$ cat src/rtl/fetch_sequencer.sv
// Fetch stage: owns the PC, decodes instruction length, predicts the next PC and
// fills the F/D register. Define FETCH_PREDICT_TAKEN_EN to predict jXX/call as taken.
module fetch_sequencer #(
    parameter int                PC_WID   = 32,
    parameter logic [PC_WID-1:0] RESET_PC = '0
) (
    input  logic              clk,
    input  logic              rst,
    output logic [PC_WID-1:0] imem_pc,
    input  logic [3:0]        imem_icode,
    input  logic [3:0]        imem_ifun,
    input  logic [3:0]        imem_rA,
    input  logic [3:0]        imem_rB,
    input  logic [PC_WID-1:0] imem_valC,
    input  logic              d_ready,
    input  logic              redirect_valid,
    input  logic [PC_WID-1:0] redirect_pc,
    output logic              d_valid,
    output logic [3:0]        d_icode,
    output logic [3:0]        d_ifun,
    output logic [3:0]        d_rA,
    output logic [3:0]        d_rB,
    output logic [PC_WID-1:0] d_valC,
    output logic [PC_WID-1:0] d_valP,
    output logic [PC_WID-1:0] d_pc,
    output logic              halted,
    output logic              instr_err
);

    typedef enum logic [1:0] {
        ST_RUN      = 2'd0,
        ST_WAIT_RET = 2'd1,
        ST_HALT     = 2'd2,
        ST_ERROR    = 2'd3
    } state_t;

    state_t            state_q, state_d;
    logic [PC_WID-1:0] pc_q, pc_d;
    logic              valid_q, valid_d;
    logic [3:0]        icode_q, icode_d, ifun_q, ifun_d, ra_q, ra_d, rb_q, rb_d;
    logic [PC_WID-1:0] valc_q, valc_d, valp_q, valp_d, dpc_q, dpc_d;

    logic [2:0]        ilen;
    logic              illegal;
    logic [PC_WID-1:0] valp;
    logic [PC_WID-1:0] pred_pc;

    always_comb begin
        ilen    = 3'd1;
        illegal = 1'b0;
        case (imem_icode)
            4'h0, 4'h1, 4'h9:       ilen = 3'd1;
            4'h2, 4'h6, 4'hA, 4'hB: ilen = 3'd2;
            4'h7, 4'h8:             ilen = 3'd5;
            4'h3, 4'h4, 4'h5:       ilen = 3'd6;
            default:                illegal = 1'b1;
        endcase
    end

    // Addition wraps naturally at 2^PC_WID.
    assign valp = pc_q + PC_WID'(ilen);

`ifdef FETCH_PREDICT_TAKEN_EN
    assign pred_pc = (imem_icode == 4'h7 || imem_icode == 4'h8) ? imem_valC : valp;
`else
    assign pred_pc = valp;
`endif

    always_comb begin
        state_d = state_q;
        pc_d    = pc_q;
        valid_d = valid_q;
        icode_d = icode_q;
        ifun_d  = ifun_q;
        ra_d    = ra_q;
        rb_d    = rb_q;
        valc_d  = valc_q;
        valp_d  = valp_q;
        dpc_d   = dpc_q;

        if (redirect_valid) begin
            // Redirect wins over stalls: squash F/D, issue nothing this cycle.
            state_d = ST_RUN;
            pc_d    = redirect_pc;
            valid_d = 1'b0;
        end else begin
            if (valid_q && d_ready) valid_d = 1'b0;
            if (state_q == ST_RUN) begin
                if (illegal) begin
                    state_d = ST_ERROR;
                end else if (!valid_q || d_ready) begin
                    valid_d = 1'b1;
                    icode_d = imem_icode;
                    ifun_d  = imem_ifun;
                    ra_d    = imem_rA;
                    rb_d    = imem_rB;
                    valc_d  = imem_valC;
                    valp_d  = valp;
                    dpc_d   = pc_q;
                    pc_d    = pred_pc;
                    if (imem_icode == 4'h9) state_d = ST_WAIT_RET;
                    if (imem_icode == 4'h0) begin
                        state_d = ST_HALT;
                        pc_d    = pc_q;
                    end
                end
            end
        end
    end

    always_ff @(posedge clk or posedge rst) begin
        if (rst) begin
            state_q <= ST_RUN;
            pc_q    <= RESET_PC;
            valid_q <= 1'b0;
            icode_q <= '0;
            ifun_q  <= '0;
            ra_q    <= '0;
            rb_q    <= '0;
            valc_q  <= '0;
            valp_q  <= '0;
            dpc_q   <= '0;
        end else begin
            state_q <= state_d;
            pc_q    <= pc_d;
            valid_q <= valid_d;
            icode_q <= icode_d;
            ifun_q  <= ifun_d;
            ra_q    <= ra_d;
            rb_q    <= rb_d;
            valc_q  <= valc_d;
            valp_q  <= valp_d;
            dpc_q   <= dpc_d;
        end
    end

    assign imem_pc   = pc_q;
    assign d_valid   = valid_q;
    assign d_icode   = icode_q;
    assign d_ifun    = ifun_q;
    assign d_rA      = ra_q;
    assign d_rB      = rb_q;
    assign d_valC    = valc_q;
    assign d_valP    = valp_q;
    assign d_pc      = dpc_q;
    assign halted    = (state_q == ST_HALT);
    assign instr_err = (state_q == ST_ERROR);

endmodule

$ cat config.mk
export PLATFORM = sky130hd
export DESIGN_NAME = fetch_sequencer
export DESIGN_NICKNAME = d
export VERILOG_FILES = /design/src/rtl/fetch_sequencer.sv
export SDC_FILE = /design/constraint.sdc
export NUM_CORES = 1
export LEC_CHECK = 0
export ABC_AREA = 1
export BUFFER_PORTS_ARGS = -buffer_cell sky130_fd_sc_hd__buf_4
export CORE_UTILIZATION = 53
export CTS_BUF_LIST = sky130_fd_sc_hd__clkbuf_4
export DETAILED_ROUTE_END_ITERATION = 8
export PLACE_DENSITY = 0.83
export SETUP_SLACK_MARGIN = 0.4
export SLEW_MARGIN = 10
export SYNTH_ARGS = -nofsm -noshare
export SYNTH_HDL_FRONTEND = slang
export SYNTH_SLANG_ARGS = --single-unit
export TNS_END_PERCENT = 10
$ cat constraint.sdc
create_clock -name clk -period 5 [get_ports clk]
set_clock_uncertainty 0.05 [all_clocks]
set_input_delay 0.5 -clock clk [delete_from_list [all_inputs] [get_ports clk]]
set_output_delay 0.5 -clock clk [all_outputs]
set_load 0.05 [all_outputs]
== Word-level counts from Yosys, hierarchy flattened ==
Index checks and enable logic that the tools add are counted.

* Register bits after elaboration: 147
* Bits in latches: 0
* Memory bits (writable): 0
* Bits in read-only memories: 0
* Bits of input ports: 84
* Output and inout bits: 147
* Word-level logic and storage cells: 60
* Memories: 0

* Add/sub/neg operators: 1
* Multipliers: 0
* Div/mod/pow operators: 0
* Magnitude comparators: 0
* Equal/unequal tests: 16
* Shift operators: 0
* Multiplexer cells: 17
* Bitwise logic cells: 1
* Reductions and logical operators: 15

{| class="wikitable"
|+ Operator list
! kind !! count
|-
| 2-to-1 mux 32 bit || 5
|-
| adder 32 x 3 -> 32 bit || 1
|-
| equality test 4 x 3 -> 1 bit, second input constant || 4
|-
| equality test 4 bit, second input constant || 4
|-
| 2-to-1 mux 2 bit || 6
|-
| OR reduction 12 bit || 1
|-
| one-hot mux 3 bit (3 select lines) || 1
|-
| equality test 4 x 2 -> 1 bit, second input constant || 2
|-
| AND reduction 4 bit || 2
|-
| nonzero test 2 bit || 3
|-
| 2-to-1 mux 1 bit || 5
|-
| equality test 2 bit, second input constant || 2
|-
| equality test 4 x 1 -> 1 bit, second input constant || 1
|-
| logical NOT 4 bit || 1
|-
| inequality test 4 x 1 -> 1 bit, second input constant || 1
|-
| OR reduction 4 bit || 1
|-
| inequality test 3 x 1 -> 1 bit, second input constant || 1
|-
| AND reduction 3 bit || 1
|-
| OR reduction 3 bit || 1
|-
| logical NOT 2 bit || 1
|-
| inequality test 2 bit, second input constant || 1
|-
| OR reduction 2 bit || 1
|-
| logical AND 1 bit || 1
|-
| logical NOT 1 bit || 1
|-
| 2 further kinds || 2
|}

== Longest topological paths before layout ==
* Depth in word-level cells: 9
* Gate-level depth with buffers: 17
* Gate-level depth less buffers: 17

== Least setup slack after synthesis ==
No wires, ideal clock.

* Kind: input port to flip-flop
* From: input imem_icode[2]
* To: register pc_q[22] (netlist: imem_pc[22])
* Setup time: 0.118 ns
* Arrival: 2.288 ns
* Required time: 4.832 ns
* Setup slack: 2.544 ns
* Stages on the path: 16
* Buffers on the path: 0
* Cells stage by stage: inv_2 nor2_2 a22oi_1 ha_1 inv_1 fa_1 inv_1 nand3_1 nand2_1 nand2_1 nor2_1 nand2_1 nand2_1 nand3_1 nand2_1 nand2_1

* Longest elaborated chain between the ends: 9
* Elaborated cells on any way between the ends: 26
* Classes of those cells: add/sub: 1; eq/ne: 12; mux: 6; reduce/logical: 7

{| class="wikitable"
|+ RTL lines
! item !! line !! source
|-
| from (decl) || 10 || <nowiki>input logic [3:0] imem_icode,</nowiki>
|-
| equality test 4 x 2 -> 1 bit (tied with other cells) || 51 || <nowiki>case (imem_icode)</nowiki>
|-
| OR reduction 4 bit (tied with other cells) || -- ||
|-
| one-hot mux 3 bit (3 select lines) || 51 ||
|-
| adder 32 x 3 -> 32 bit || 61 || <nowiki>assign valp = pc_q + PC_WID'(ilen);</nowiki>
|-
| 2-to-1 mux 32 bit || 102 || <nowiki>if (imem_icode == 4'h0) begin</nowiki>
|-
| 2-to-1 mux 32 bit || 91 || <nowiki>end else if (!valid_q || d_ready) begin</nowiki>
|-
| 2-to-1 mux 32 bit || 89 || <nowiki>if (illegal) begin</nowiki>
|-
| 2-to-1 mux 32 bit || 88 || <nowiki>if (state_q == ST_RUN) begin</nowiki>
|-
| 2-to-1 mux 32 bit || 81 || <nowiki>if (redirect_valid) begin</nowiki>
|-
| to (signal assigned) || 125 || <nowiki>pc_q <= pc_d;</nowiki>
|-
| to (decl) || 38 || <nowiki>logic [PC_WID-1:0] pc_q, pc_d;</nowiki>
|}

Parallel ways exist; a longest one is shown, timed or not. The select of a mux whose other input is x is not followed.
A chain may end at the register's enable or synchronous reset.

== Worst setup path in the final report ==
* From: register pc_q[0] (netlist: imem_pc[0])
* To: register pc_q[22] (netlist: imem_pc[22])

* Longest elaborated chain between the ends: 6

{| class="wikitable"
|+ RTL lines
! item !! line
|-
| adder 32 x 3 -> 32 bit || 61
|-
| 2-to-1 mux 32 bit || 102
|-
| 2-to-1 mux 32 bit || 91
|-
| 2-to-1 mux 32 bit || 89
|-
| 2-to-1 mux 32 bit || 88
|-
| 2-to-1 mux 32 bit || 81
|}

No other way between the ends. The select of a mux whose other input is x is not followed.

==> reports/results.ini <==
[run_status]
outcome=completed

[cts]
clkSlewWorstSetupHoldPaths_ps=130
postCtsSetupBuffers=0
cts_root_buffer=clkbuf_4
clkLatencyLatePin_ps=580
postCtsHoldBufs=0
cts-resized-gates=0
htreeDepth=4
cts_tree=done
clock-sinks=147
cts.path.max_buffers=2
cts_made_buffers=17

[die]
fp.dieW_um=118.0
fp.dieArea_sq_mm=0.01393
coreArea_sq_mm=0.01319
io_pins=231
die_h_um=118.0
rows=42
start_util_pct=54.09

[run]
drv_cap=0

[route]
totalWireLength_mm=19.88
drt_first_iter_violations=581
drc=0
ant_nets=0
first_pass_iters=5
viasPerCell=5.040
wl_per_cell_um=14.49
num_vias=6915

[final_layout]
drive_gt1_share_pct=23.01
stdcell_count=1372
n_fill_cell=1136
area_growth_pct=28.10
finalNetCount=1270

[logic_synthesis]
synth_top_area_share_pct=51.56
ys_warn_count=0
syn_nets=1054
yosys.area.top_type=dfrtp_1
seq_area_frac_synth_pct=51.56
synthTopCellsByArea=dfrtp_1, nand2_1, nor2_1, inv_1, nand3_1
ys_seq_elements=147
syn_avg_cell_area_sq_um=7.385
syn_area_sq_mm=0.007134
syn_inst=966
synth_cell_type_count=28

[hold_path]
hold_class=in2async

[setup_path]
cp-end-kind=flip-flop
crit_path_max_fanout=8
crit_type=reg2reg
worstPathRequired_ps=5420
critPathLaunchType=flip-flop
arrival_ps=2790

[power_and_ir_drop]
p_int_mw=3.069
power.leakage_nw=5.086
seqPwrFrac_pct=31.6
ir_worst_vdd_v=0.0004814
power.share.clock_pct=11.6
power_frac_comb_pct=56.8
switching_share_pct=54.11
powerDensity_mw_per_mm2=731.7
p_sw_mw=3.618

[timing]
timing.fmax_mhz=420.8
drv_slew=0
slew_headroom_pct=24.61
timing.setup.tns_ps=0
period_needed_ps=2377
worst_pin_slew_ps=1131
rsz0062_at_grt=no
hold_violations=0
post-route-period-util_pct=47.53
setup_viol=0
hold-worst-slack_ps=59.28

[global_route]
overflow=0
use_met3_pct=6.783
gr-usage-all-layers_pct=29.47
grt_pass1_vias=6353
grt_pass1_wl_mm=32.09
grt_use_met1_pct=39.42
grt_max_degree=119
antenna_found_initial=0
top_usage_layer=met2
use_met2_pct=46.47

[placement]
dp_hpwl_mm=14.12
finalWeightedCongestion=0.8932
io_buffers=230
placedCellCount=1339

flip-flops by register name, summed over array words and instances, names as in the netlist:
name and count:
d_pc 32, d_valC 32, d_valP 32, imem_pc 32
d_icode 4, d_ifun 4, d_rA 4, d_rB 4
state_q 2, d_valid 1
layout by cell type, fill, tap and decap left out, types with 4 or more instances in the layout:
cell / count
nor2_1: 97
inv_1: 56
nand3_1: 43
dfrtp_1: 147
clkbuf_4: 17
nand2_1: 498
clkinv_1: 4
buf_4: 234
o21ai_1: 26
o21ai_0: 32
routing by layer:
| layer | up-vias | wire length (um) |
|---|---|---|
| li1 | 3410 | - |
| met1 | 3188 | 8626 |
| met2 | 277 | 9428 |
| met3 | 40 | 1309 |
| met4 | 0 | 514 |
| met5 | - | 0 |
critical path, cell delays in order, from the launching register on:
cell	delay, ps
dfrtp_1	400
ha_1	170
inv_1	50
fa_1	400
inv_1	80
nand3_1	60
nand2_1	250
nand2_1	130
nor2_1	290
nand2_1	90
nand2_1	80
nand3_1	60
nand2_1	90
nand2_1	50
cells by family after synthesis:
kind of cell             Yosys count  share of synthesized area [%]
AO/OA/AOI/OAI                     64                          4.682
XOR/XNOR                           4                         0.4911
adder cells (fa/ha/maj)            4                         0.8068
buffers and inverters             99                          7.243
flip-flops                       147                          51.56
AND/OR/NAND/NOR                  648                          35.22
area by class of cell:
class / count / area (sq um) / area share (%)
sequential: 147 / 3679 / 40.25
multi-input combinational: 720 / 2948 / 32.26
timing repair buffer: 234 / 1757 / 19.22
inverter: 62 / 240.2 / 2.629
tap: 176 / 220.2 / 2.410
clock inverter: 15 / 165.2 / 1.807
clock buffer: 17 / 127.6 / 1.396
antenna: 1 / 2.502 / 0.02738
synth_stat cells:
cell type	instances
nand2_1	499
dfrtp_1	147
nor2_1	97
inv_1	58
nand3_1	43
o21ai_0	32
o21ai_1	26
buf_6	17
buf_2	8
clkbuf_1	8
inv_2	4
a22oi_1	3
ha_1	3
nor2_2	3
xor2_1	3
buf_1	2
buf_4	2
a21oi_1	1
and2_0	1
and2_1	1
fa_1	1
nand2_2	1
nand4_1	1
nor3_2	1
o21bai_1	1
o221ai_1	1
or2_2	1
xnor2_1	1
path summary, 6_finish.rpt:
| path | start | end | slack, ps | cells past startpoint |
|---|---|---|---|---|
| min in group clk | imem_valC[1] | d_valC[1]$_DFFE_PP0P_ | 70 | 3 |
| worst min register to register | d_valC[21]$_DFFE_PP0P_ | d_valC[21]$_DFFE_PP0P_ | 440 | 2 |
| worst max-delay path | imem_pc[0]$_DFFE_PP0P_ | imem_pc[22]$_DFFE_PP0P_ | 2620 | 13 |
| worst max register to register | imem_pc[0]$_DFFE_PP0P_ | imem_pc[22]$_DFFE_PP0P_ | 2620 | 13 |
| worst min-delay path | rst | d_valC[0]$_DFFE_PP0P_ | 60 | 2 |
| max in group asynchronous | rst | d_rB[1]$_DFFE_PP0P_ | 3770 | 3 |
power groups by stage:
stage,Sequential (mW),Clock (mW),Combinational [mW]
after global routing,2.17,0.842,4.02
after floorplan,3.83,0,0.868
after detailed placement,2.12,0,3.81
final,2.11,0.777,3.80
after CTS,2.10,0.787,3.81
after global placement,2.12,0,3.76
metrics by stage:
stage | area [sq um] | power [mW] | util (%) | setup slack (ps)
2_1_floorplan | 7134 | 4.700 | - | 498.7
3_3_place_gp | 8843 | 5.873 | 67.05 | 2172
3_5_place_dp | 8843 | 5.933 | 67.05 | 2115
4_1_cts | 9136 | 6.703 | 69.27 | 2607
5_1_grt | 9136 | 7.036 | 69.27 | 2354
6_report | 9139 | 6.687 | 69.28 | 2624
(Power assumes the default switching activity.)
